File: config.mk
export PLATFORM = sky130hd
export DESIGN_NAME = gcd_stein
export DESIGN_NICKNAME = d
export VERILOG_FILES = /design/src/rtl/gcd_stein.sv
export SDC_FILE = /design/constraint.sdc
export NUM_CORES = 1
export LEC_CHECK = 0
export CORE_UTILIZATION = 37
export DETAILED_ROUTE_END_ITERATION = 6
export HOLD_SLACK_MARGIN = 0.15
export PLACE_DENSITY = 0.55
export SYNTH_ARGS = -nofsm -noshare
export SYNTH_HDL_FRONTEND = slang
export SYNTH_SLANG_ARGS = --single-unit
File: constraint.sdc
create_clock -name clk -period 3 [get_ports clk]
set_input_delay 0.3 -clock clk [delete_from_list [all_inputs] [get_ports clk]]
set_output_delay 0.3 -clock clk [all_outputs]
set_load 0.1 [all_outputs]
File: src/rtl/gcd_stein.sv
// Binary (Stein) GCD engine with tagged request/response handshakes.
// Latency: 1 cycle for a zero operand, else 1 + up to 2*XLEN+1 CALC cycles.
// Backpressure: req_rdy only in IDLE; the response is held in DONE until resp_rdy.
module gcd_stein #(
    parameter int XLEN = 16,
    parameter int TAGW = 4,
    parameter int CNTW = 8
) (
    input  logic              clk,
    input  logic              reset,
    input  logic [2*XLEN-1:0] req_msg,
    input  logic [TAGW-1:0]   req_tag,
    input  logic              req_val,
    output logic              req_rdy,
    output logic [XLEN-1:0]   resp_msg,
    output logic [TAGW-1:0]   resp_tag,
    output logic [CNTW-1:0]   resp_cycles,
    output logic              resp_val,
    input  logic              resp_rdy
);

    localparam int SW = $clog2(XLEN) + 1;

    localparam logic [1:0] IDLE = 2'd0;
    localparam logic [1:0] CALC = 2'd1;
    localparam logic [1:0] DONE = 2'd2;

    logic [1:0]      state;
    logic [XLEN-1:0] a_r;
    logic [XLEN-1:0] b_r;
    logic [SW-1:0]   shift_r;
    logic [CNTW-1:0] cyc_r;
    logic [TAGW-1:0] tag_r;
    logic [XLEN-1:0] res_r;

    logic [XLEN-1:0] req_a;
    logic [XLEN-1:0] req_b;

    assign req_a = req_msg[2*XLEN-1:XLEN];
    assign req_b = req_msg[XLEN-1:0];

    assign req_rdy     = (state == IDLE);
    assign resp_val    = (state == DONE);
    assign resp_msg    = res_r;
    assign resp_tag    = tag_r;
    assign resp_cycles = cyc_r;

    always_ff @(posedge clk) begin
        if (reset) begin
            state   <= IDLE;
            a_r     <= '0;
            b_r     <= '0;
            shift_r <= '0;
            cyc_r   <= '0;
            tag_r   <= '0;
            res_r   <= '0;
        end else begin
            case (state)
                IDLE: begin
                    if (req_val) begin
                        a_r     <= req_a;
                        b_r     <= req_b;
                        tag_r   <= req_tag;
                        shift_r <= '0;
                        cyc_r   <= '0;
                        if ((req_a == '0) || (req_b == '0)) begin
                            res_r <= req_a | req_b;
                            state <= DONE;
                        end else begin
                            state <= CALC;
                        end
                    end
                end
                CALC: begin
                    if (cyc_r != {CNTW{1'b1}})
                        cyc_r <= cyc_r + CNTW'(1);
                    // Common factor of two is restored at the end; gcd <= min(a,b) so no overflow.
                    if (a_r == b_r) begin
                        res_r <= a_r << shift_r;
                        state <= DONE;
                    end else if (!a_r[0] && !b_r[0]) begin
                        a_r     <= a_r >> 1;
                        b_r     <= b_r >> 1;
                        shift_r <= shift_r + SW'(1);
                    end else if (!a_r[0]) begin
                        a_r <= a_r >> 1;
                    end else if (!b_r[0]) begin
                        b_r <= b_r >> 1;
                    end else if (a_r > b_r) begin
                        a_r <= (a_r - b_r) >> 1;
                    end else begin
                        b_r <= (b_r - a_r) >> 1;
                    end
                end
                DONE: begin
                    if (resp_rdy)
                        state <= IDLE;
                end
                default: state <= IDLE;
            endcase
        end
    end

endmodule

[After elaboration in Yosys (flattened, before gate mapping)]
Cells that the tools add are included.
Storage, ports and cells
  register bits after elaboration: 67
  input port bits: 40
  output and inout bits: 30
Operators by class
  bitwise logic cells: 1
  shifts and indexed selects: 1
  $lt $le $gt $ge: 1
  add/subtract/negate cells: 4
  equality and inequality tests: 15
  muxes and demuxes: 30
  reduce and logical (&&, ||, !) cells: 17
Operators with widths (number)
  $mux 16: 15
  $pmux 16 s2: 3
  $logic_not 16->1: 2
  $sub 16x16->16: 2
  $eq 16x16->1: 1
  $gt 16x16->1: 1
  $mux 8: 2
  $or 16x16->16: 1
  $pmux 8 s2: 1
  $shl 16x5->16: 1
  $mux 5: 3
  $ne 4x4->1 const B: 3
  $reduce_and 4->1: 3
  $ne 2x2->1 const B: 5
  $pmux 5 s2: 1
  $reduce_and 5->1: 2
  $reduce_and 3->1: 3
  $add 8x1->8 const B: 1
  $mux 2: 4
  $ne 8x8->1 const B: 1
  $pmux 2 s3: 1
  $add 5x1->5 const B: 1
  $ne 2x1->1 const B: 2
  $ne 3x3->1 const B: 1
  8 further kinds: 9

[Longest topological paths before layout]
  depth after elaboration: 7
  mapped depth: 14
  mapped depth without buffers: 11

[Worst setup path before layout]
Ideal clock, no wire load.
  path type: register -> register
  from: register a_r[0]
  to: register a_r[11]
  arrival time: 2.737 ns
  cell stages (with the launch flop): 13
  path buffers: 1
  setup slack: 0.193 ns
  data required time: 2.930 ns
  setup time: 0.070 ns
  period minus slack after synthesis: 2.807 ns
  cells stage by stage: dfxtp_1 inv_1 ha_1 fa_1 nor2b_4 o31a_1 o31a_1 o211ai_2 a21boi_2 o21ai_4 buf_6 or3_1 a21oi_1
Between the ends
  longest elaborated chain between the ends: 7
  elaborated cells on any way between the ends: 15
  classes of those cells: add/sub: 1; order compare: 1; eq/ne: 4; mux: 6; reduce/logical: 3
RTL lines
  start: declaration: RTL line 29  | logic [XLEN-1:0] a_r;
  start signal: assignment: RTL line 61  | a_r <= req_a;
  start signal: assignment: RTL line 82  | a_r <= a_r >> 1;
  start signal: assignment: RTL line 86  | a_r <= a_r >> 1;
  $sub 16x16->16: RTL line 90  | a_r <= (a_r - b_r) >> 1;
  $mux 16: RTL line 89  | end else if (a_r > b_r) begin
  $mux 16: RTL line 87  | end else if (!b_r[0]) begin
  $mux 16: RTL line 85  | end else if (!a_r[0]) begin
  $mux 16: RTL line 81  | end else if (!a_r[0] && !b_r[0]) begin
  $mux 16: RTL line 78  | if (a_r == b_r) begin
  $pmux 16 s2: RTL line 58  | case (state)
Parallel ways exist; a longest one is shown, timed or not. The select of a mux whose other input is x is not followed.
A chain may end at the register's enable or synchronous reset.

[Final worst setup path]
  from: register a_r[5]
  to: register a_r[8]
Same word-level chain as after synthesis.

==> run_results.csv <==
group,metric,value,unit
run_status,status,"completed",
route,viasPerCell,5.84,
logic_synthesis,syn-instance-count,727,
die,ios,70,
die,die_w,125,um
setup_path,critPathRequiredTime,3.27,ns
clocking,root_buffer,"clkbuf_16",
logic_synthesis,synthSimpleGateAreaFrac,0.194,
clocking,cts_buffers,9,
grt,overflow,0,
grt,grt_pass1_vias,5718,
grt,met3_usage,0.0352,
die,num_rows,44,
run,cap_violations,0,
grt,gr-usage-met2,0.404,
setup_path,worstSetupEndpointType,"register",
cells_and_area,area_delta_synth_final,25.6,%
die,core-area,14600,um2
cells_and_area,instances_no_fill,1000,
timing,rsz0062_at_grt,"false",
setup_path,worstPathMaxFanout,5,
cells_and_area,final_cell_area,6990,um2
place,place_area,6580,um2
place,dp_slack,0.0826,ns
logic_synthesis,synthMuxAreaShare,0.0855,
grt,use_met1,0.357,
logic_synthesis,synth_compound_area_frac,0.266,
grt,track_usage,0.259,
place,dp_cells,981,
logic_synthesis,async_reset_ff_frac,0,
worst_hold_path,hp-class,"register to register",
logic_synthesis,synth-edff-count,0,
timing,drv_slew,0,
die,dieHeight,125,um
timing,timing.final.ws_setup,0.117,ns
grt,busiest_layer,"met2",
setup_path,crit_top_cell,"or3_1",
route,avgRoutedWirePerCell,19.9,um
cells_and_area,finish.net_count,889,
cells_and_area,antenna_cells,0,
cells_and_area,n_fill_cell,1446,
power,power.density,656,nW/um2
clocking,insertion_delay,0.35,ns
setup_path,worstPathArrival,3.15,ns
grt,grt_pass1_wl,31.6,mm
logic_synthesis,syn-mean-instance-area,7.65,um2
setup_path,timing.critical_path.cells,"buf_4, ha_1, or2_2, or3_1, o21ai_1, o21ai_0, xnor2_1, a221oi_1, or3_1, a21oi_1",
grt,grt_max_degree,38,
die,die_area,15500,um2
timing,tns,0,ns
logic_synthesis,ys_seq_area_frac,0.241,
clocking,cts_tree,"yes",
route,wirelength,19.9,mm
place,hpwl,15.4,mm
timing,worst_pin_slew,1.00,ns
clocking,cts_sinks,67,
place,place_congestion,0.929,
setup_path,slowest_delay,0.37,ns
logic_synthesis,synth_area,5560,um2
place,io_buffers,69,
route,drc,0,
setup_path,critPathKind,"register to register",
timing,hold_viol,0,
cells_and_area,drive_gt1_frac,0.158,
timing,skew,0.00842,ns
route,drtAntennaViolNets,0,
logic_synthesis,synthXorXnorAreaFrac,0.0472,
timing,final.min_clock_period,2.88,ns
setup_path,start_kind,"register",
timing,post-route-period-util,0.961,
logic_synthesis,synth_nets,805,
timing,clock.fmax,0.347,GHz
logic_synthesis,synth-adder-area-share,0.0881,
setup_path,critPathSlowestCell,"or3_1",
grt,antenna_found_initial,0,
logic_synthesis,synth-main-ff-cell,"dfxtp_1",
clocking,htreeDepth,3,
die,start_util,0.381,
power,leakage,2.81,nW
route,firstDrtPassIters,5,
power,ir_drop,0.293,mV
timing,setup_viol,0,
clocking,clkSlewWorstSetupHoldPaths,0.06,ns
cells_and_area,final_util,0.479,
power,p_total,4.58,mW
logic_synthesis,synth_top_family_by_area,"compound AO/OA/AOI/OAI gates",
route,vias,5839,
logic_synthesis,yosys.cell_types.count,66,
logic_synthesis,ys_ff_latch,67,
timing,slew_headroom,0.331,
logic_synthesis,ys.warnings.count,0,
clocking,cts_max_path_buffers,2,
timing,hold_slack,0.477,ns
route,drtIter0Drc,458,
[synth_stat cells (4+ instances only)]
cell      instances  area, um2
buf_1             5       18.8
nand4_1          12       75.1
xnor2_1          16        140
o21ai_0          43        215
o211ai_1         13       97.6
a22oi_1           4       30.0
nor4_1            9       56.3
o31a_1            4       35.0
a21oi_1          68        340
xor2_1           14        123
nand2_1          55        206
nand2b_1          9       56.3
a221oi_1         13        114
mux2i_1          43        430
dfxtp_1          67       1340
buf_6             5       56.3
inv_1            45        169
buf_2            15       75.1
o31ai_1          11       82.6
o21a_1            6       45.0
nand3_1           9       45.0
a21o_1            7       52.6
nor3_1           15       75.1
ha_1             36        450
nor2b_1           5       31.3
clkbuf_1         28        105
o21bai_1          4       30.0
nor2_1           79        297
o221ai_1          4       35.0
a31oi_1           4       25.0
or3_1            21        131
[path summary, 6_finish.rpt]
kind	to	from	depth (start not counted)	slack, ns
max	a_r[8]	a_r[5]	10	0.12
min	resp_msg[3]	resp_msg[3]	2	0.48
max reg2reg	a_r[8]	a_r[5]	10	0.12
min reg2reg	resp_msg[3]	resp_msg[3]	2	0.48
[area by class of cell]
type	instances	area (um2)	share of cell area
tap	184	230	0.0329
timing repair buffer	125	1060	0.151
clock inverter	7	124	0.0177
sequential	67	1340	0.192
multi-input combinational	563	3840	0.550
clock buffer	9	225	0.0322
inverter	45	169	0.0242
[report_power, final]
part / internal [mW] / switching (mW)
Sequential: 0.970 / 0.0771
Clock: 0.818 / 0.455
Combinational: 0.900 / 1.36
Total: 2.69 / 1.89
[layout by cell type (no fill, tap or decap), drive strengths merged, types with 12 or more instances in the layout]
| cell | netlist | final |
|---|---|---|
| nor2 | 79 | 79 |
| inv | 45 | 46 |
| nand2 | 55 | 55 |
| o211ai | 14 | 14 |
| a21oi | 70 | 70 |
| clkdlybuf4s50 | 0 | 42 |
| xnor2 | 16 | 16 |
| buf | 26 | 83 |
| nor3 | 17 | 17 |
| o21ai | 45 | 47 |
| ha | 36 | 36 |
| a221oi | 16 | 16 |
| or3 | 21 | 21 |
| o31ai | 12 | 12 |
| xor2 | 14 | 14 |
| dfxtp | 67 | 67 |
| mux2i | 43 | 43 |
| nand4 | 12 | 12 |
[cell families after synthesis]
kind of cell	Yosys count
AO/OA/AOI/OAI	219
buffers and inverters	99
adder cells (fa/ha/maj)	38
flip-flops	67
multiplexers	46
XOR/XNOR	30
AND/OR/NAND/NOR	228
[worst max-delay path, delay by kind of cell (launching register included)]
family	cells	cell delay, ns
AND/OR/NAND/NOR	3	1.01
AO/OA/AOI/OAI	4	0.71
flip-flops	1	0.34
XOR/XNOR	1	0.33
adder cells (fa/ha/maj)	1	0.25
buffers and inverters	1	0.17
[per-layer routing]
metal / vias to the layer above / routed length [um]
li1: 2793 / -
met1: 2778 / 9070
met5: - / 0
met3: 30 / 1400
met2: 238 / 8900
met4: 0 / 535
[flip-flops by register name (all words and copies together) (netlist names)]
name / count
a_r: 16
b_r: 16
resp_cycles: 8
resp_msg: 16
resp_tag: 4
shift_r: 5
state: 2
[what timing repair did]
item                       in CTS  in global routing
gates resized for setup         0                  7
hold buffers                    0                  0
setup buffers                   0                  1
setup endpoints to repair       0                 32
No activity file was read; power rests on OpenSTA's default activity.
==> edit 1 (config.mk and constraints unchanged) <==
Make the reset (`reset`) asynchronous in one clocked block.
--- a/src/rtl/gcd_stein.sv
+++ b/src/rtl/gcd_stein.sv
@@ -45,7 +45,7 @@
     assign resp_tag    = tag_r;
     assign resp_cycles = cyc_r;
 
-    always_ff @(posedge clk) begin
+    always_ff @(posedge clk or posedge reset) begin
         if (reset) begin
             state   <= IDLE;
             a_r     <= '0;
Function: differs if reset is asserted again (counterexample within 4 cycles, from zero or initial values and one cycle with reset high); with reset held inactive, the same outputs for 4 cycles.
==> edit 1 against the unedited design <==
Cell area increased by 2.8%; non-clock buffer count decreased by 17; setup slack improved by 0.11 ns; sequential cell count unchanged; worst hold slack about the same; wire length decreased by 2.0%; area after synthesis increased by 4.8%; critical path type unchanged; highest routed layer unchanged.
Power is not compared: it rests on default switching activity, and its combinational part moved more than twofold at a synthesized area within 25%.
==> edit 1: results (changes against the unedited design) <==
- Placed insts: 976 (was 981)
- Placed instance area: 0.006819 mm² (was 0.006583 mm²)
- Signal buffers: 108 (was 125)
- FF/Latch Area: 0.001677 mm² (was 0.001341 mm²)
- Netlist cell types: 68 (was 66)
- Slowest stage delay, CP: 0.64 ns (was 0.37 ns)
- DRT Wirelength: 19520 µm (was 19910 µm)
- Worst Slack Setup Final: 0.2246 ns (was 0.1168 ns)
- Hold endpoint: resp_tag[2] (was resp_msg[3])
- GPL Wtd Cong: 0.8623 (was 0.9285)
- NonClk Buf Share: 13.09% (was 15.13%)
- Fillers: 1499 (was 1446)
- Slew margin rel.: 35.56% (was 33.07%)
- Clock buf/inv share: 5.100% (was 4.995%)
- Critical-path top delay cell: or4_1 (was or3_1)
- Inverters, non-clock: 39 (was 45)
- Most common library cells after synthesis: nand2_1, dfrtp_1, o21ai_0, nor2_1, inv_1 (was nor2_1, a21oi_1, dfxtp_1, nand2_1, inv_1)
- #MultiIn Comb: 551 (was 563)
- Worst hold slack: 0.4770 ns (was 0.4769 ns)
- Metal2 WL: 9073 µm (was 8900 µm)
- Worst r2r src: b_r[8] (was a_r[5])
- DPL Wire Length: 14850 µm (was 15440 µm)
- Synthesized cell area: 0.005832 mm² (was 0.005564 mm²)
- Critical path arrival: 2.99 ns (was 3.15 ns)
- R2R depth: 7 (was 10)
- Worst reg2reg endpoint: a_r[8] (unchanged)
- Grt met3 use: 2.848% (was 3.522%)
- Multi-input logic area: 0.003794 mm² (was 0.003842 mm²)
- Share of synthesized registers carrying an async set or reset: 100.0% (was 0%)
- Gate count after technology mapping: 703 (was 727)
- Post-CTS resize count: 0 (unchanged)
- Top FF cell, synth: dfrtp_1 (was dfxtp_1)
- Vias in the first global route: 5688 (was 5718)
- Grt met1 use: 33.61% (was 35.74%)
- Clkbuf count: 10 (was 9)
- Most area-consuming cells after synthesis: dfrtp_1, ha_1, nand2_1 (was dfxtp_1, ha_1, mux2i_1)
- WL met1: 9129 µm (was 9074 µm)
- Nets: 854 (was 889)
- Routed len/inst: 19.68 µm (was 19.91 µm)
- First-pass GRT wire length: 31060 µm (was 31600 µm)
- M2 GR Usage: 40.57% (was 40.40%)
- Register share of total power: 17.8%
- Design Area, Final: 0.007188 mm² (was 0.006989 mm²)
- DR vias/cell: 5.710 (was 5.839)
- CP Max Fanout: 15 (was 5)
- Iteration-0 DRC count of the detailed router: 362 (was 458)
- Status: finished, final reports clean (unchanged)
- Layout cells sized above 1: 14.85% (was 15.81%)
- Routed wl met3: 758 µm (was 1404 µm)
- Net Count, Synth: 781 (was 805)
[edit 1: cell types whose count changed after synthesis, moves of 8 or more]
cell	unedited run	this run
dfrtp_1	0	67
dfxtp_1	67	0
a21oi_1	68	30
nand2_1	55	93
nor2_1	79	52
mux2i_1	43	24
o21ai_0	43	56
o21a_1	6	15
nor3_1	15	7
o31ai_1	11	19
[edit 1: cell families (layout without fill, tap and decap cells)]
group / Yosys count / in the layout / share of synthesized area [%]
AOI/OAI and AO/OA: 214 / 214 / 26.24
xor gates and xnor gates: 25 / 25 / 3.755
adders and majority gates: 38 / 38 / 8.410
buffers and inverters: 85 / 163 / 6.329
DFF: 67 / 67 / 28.75
muxes: 34 / 34 / 7.016
and+or+nand+nor: 240 / 240 / 19.50
[edit 1: critical path: cells and delay by family, from the launching register on]
kind,cells,cell delay [ns]
flip-flops,1,0.41
AO/OA/AOI/OAI,2,0.41
AND/OR/NAND/NOR,3,1.14
adder cells (fa/ha/maj),1,0.52
buffers and inverters,1,0.16
==> edit 2 (same settings) <==
Made on the original files. `XLEN`: 16 -> 32.
--- a/src/rtl/gcd_stein.sv
+++ b/src/rtl/gcd_stein.sv
@@ -2,7 +2,7 @@
 // Latency: 1 cycle for a zero operand, else 1 + up to 2*XLEN+1 CALC cycles.
 // Backpressure: req_rdy only in IDLE; the response is held in DONE until resp_rdy.
 module gcd_stein #(
-    parameter int XLEN = 16,
+    parameter int XLEN = 32,
     parameter int TAGW = 4,
     parameter int CNTW = 8
 ) (
Interface: changed (resized req_msg and resp_msg); port bits go from 70 to 118. The function was not compared with the original's and may differ.
==> edit 2 against the unedited design <==
The run now ends with setup timing left; highest routed layer unchanged; count of clock-buffer cells in the layout up 9; largest power group unchanged; wire length increased to 2.6 times the old value; sequential cell count is 49 higher; global-route usage rose by 7.0 points; synthesized cell count rose by 110%; cell area up 130%; area after synthesis grew 99%; critical path type unchanged; setup slack worse by 0.26 ns; total power increased to 3.0 times the old value.
==> edit 2: results (changes against the unedited design) <==
- Via Count: 13430 (was 5839)
- Initial antenna violation count: 0 (unchanged)
- Seq/Total Area, Yosys: 20.95% (was 24.11%)
- CTS clk-pin slew, worst paths: 0.06 ns (about the same)
- R2R depth: 14 (was 10)
- Nets: 1969 (was 889)
- Tightest Pin Transition: 0.9723 ns (was 1.001 ns)
- Leakage Power: 6.389 nW (was 2.815 nW)
- First-pass GRT wire length: 76340 µm (was 31600 µm)
- Clock latency on the worst-skew pair: 0.44 ns (was 0.35 ns)
- DPL Wire Length: 40120 µm (was 15440 µm)
- Layout cells sized above 1: 29.89% (was 15.81%)
- Netlist cell types: 74 (was 66)
- ANT cells: 0 (unchanged)
- Hold depth: 2 (unchanged)
- Clock tree buffer depth: 2 (unchanged)
- Iteration-0 DRC count of the detailed router: 1481 (was 458)
- Final setup viols: 37 (was 0)
- Syn_area_per_cell: 7.322 µm² (was 7.653 µm²)
- Pin count of the biggest net entering global routing: 70 (was 38)
- IO Port Bufs: 117 (was 69)
- DP Worst Slack: -0.3942 ns (was 0.08257 ns)
- Share of synthesized registers carrying an async set or reset: 0% (unchanged)
- Pre-Repair DR Iteration Count: 7 (was 5)
- Failing checks: setup timing
- DRT Wirelength: 52580 µm (was 19910 µm)
- Num CTS Buffers: 17 (was 9)
- Status: complete, but fails checks (was finished, final reports clean)
- Most common library cells after synthesis: nand2_1, a21oi_1, o21ai_0, nor2_1, dfxtp_1 (was nor2_1, a21oi_1, dfxtp_1, nand2_1, inv_1)
- Final Non-Filler Cells: 2230 (was 1000)
- Global-route usage over all layers: 32.88% (was 25.93%)
- Ys Warns: 0 (unchanged)
- Vias in the first global route: 12380 (was 5718)
- Max VDD drop: 466.3 µV (was 293.0 µV)
- Most area-consuming cells after synthesis: dfxtp_1, ha_1, a21oi_1 (was dfxtp_1, ha_1, mux2i_1)
- Clock Skews: 0.01354 ns (was 0.008418 ns)
- Net Count, Synth: 1656 (was 805)
- Clock Tree Root: clkbuf_16 (unchanged)
- Hold crit path type: input port to flop (was flop to flop)
- CP Max Fanout: 7 (was 5)
- GPL Wtd Cong: 1.001 (was 0.9285)
- H-tree depth: 4 (was 3)
- Worst Slack Setup Final: -0.1479 ns (was 0.1168 ns)
edit 2: cell count changes after synthesis, sizes merged, moves of 21 or more:
cell,unedited run,this run
a211oi,3,26
nor2,79,126
a21oi,70,147
o211ai,14,52
nand3,9,33
o221ai,4,26
clkbuf,28,78
dfxtp,67,116
ha,36,68
mux4,1,22
nor3,17,41
o21ai,45,135
inv,45,83
nand2,55,154
edit 2: through the flow:
step | area, µm² | TNS (ns) | hold slack (ns)
after floorplan | 11120 | -0.01675 | 0.4360
after global placement | 14210 | -10.55 | 0.4399
after detailed placement | 14210 | -9.231 | 0.4490
after CTS | 14990 | -0.2785 | 0.2706
after global routing | 16160 | -6.213 | 0.2874
final | 16160 | -1.519 | 0.2806
edit 2: logic make-up (layout without fill, tap and decap cells):
| logic type | after synthesis | after routing | share of synthesized area [%] |
|---|---|---|---|
| compound gates | 562 | 563 | 33.15 |
| fa+ha+maj | 70 | 70 | 8.036 |
| simple gates | 462 | 462 | 19.06 |
| flops | 116 | 116 | 20.95 |
| xor+xnor | 43 | 43 | 3.397 |
| mux | 63 | 63 | 8.228 |
| buf+inv | 198 | 523 | 7.178 |
edit 2: final cells by class:
type,count,area [µm²]
Sequential cell,116,2364
Clock inverter,14,155.1
Inverter,86,322.8
Fill cell,2822,13400
Timing Repair Buffer,405,3538
Tap cell,390,488.0
Multi-Input combinational cell,1201,8850
Clock buffer,18,439.2
edit 2: worst paths after layout:
path	end	start	slack, ns
worst min register to register	resp_msg[22]	resp_msg[22]	0.46
worst max-delay path	a_r[23]	a_r[0]	-0.15
worst min-delay path	resp_cycles[0]	reset	0.28
worst max register to register	a_r[23]	a_r[0]	-0.15
edit 2: critical path, stage by stage, from the launching register on:
cell and delay (ns):
dfxtp_2 0.34, inv_2 0.05, ha_4 0.16, fa_2 0.41, nor2b_4 0.16, o2111ai_4 0.17
a2111oi_4 0.45, o31a_1 0.19, buf_6 0.14, nor2_4 0.06, buf_12 0.12, a31o_4 0.25
buf_4 0.15, nor3_1 0.25, a2111oi_1 0.10
edit 2: power breakdown:
part	leakage, nW	internal (mW)	switching [mW]
registers	0.963	1.81	0.233
logic	5.14	4.05	5.70
clock network	0.287	1.25	0.872
total	6.39	7.12	6.81
edit 2: per-layer routing:
metal  GRT usage, %  up-vias  wire (µm)
met2          51.29      529      23450
met5              0        -          0
li1               -     6266          -
met4          10.14        0       1659
met1          46.33     6552      23680
met3          4.917       85       3796
edit 2: repair_timing:
action	CTS	global route
pin swaps	7	57
gates cloned	0	7
setup buffers	9	18
endpoints found under the setup margin	77	94
resized for setup	24	187
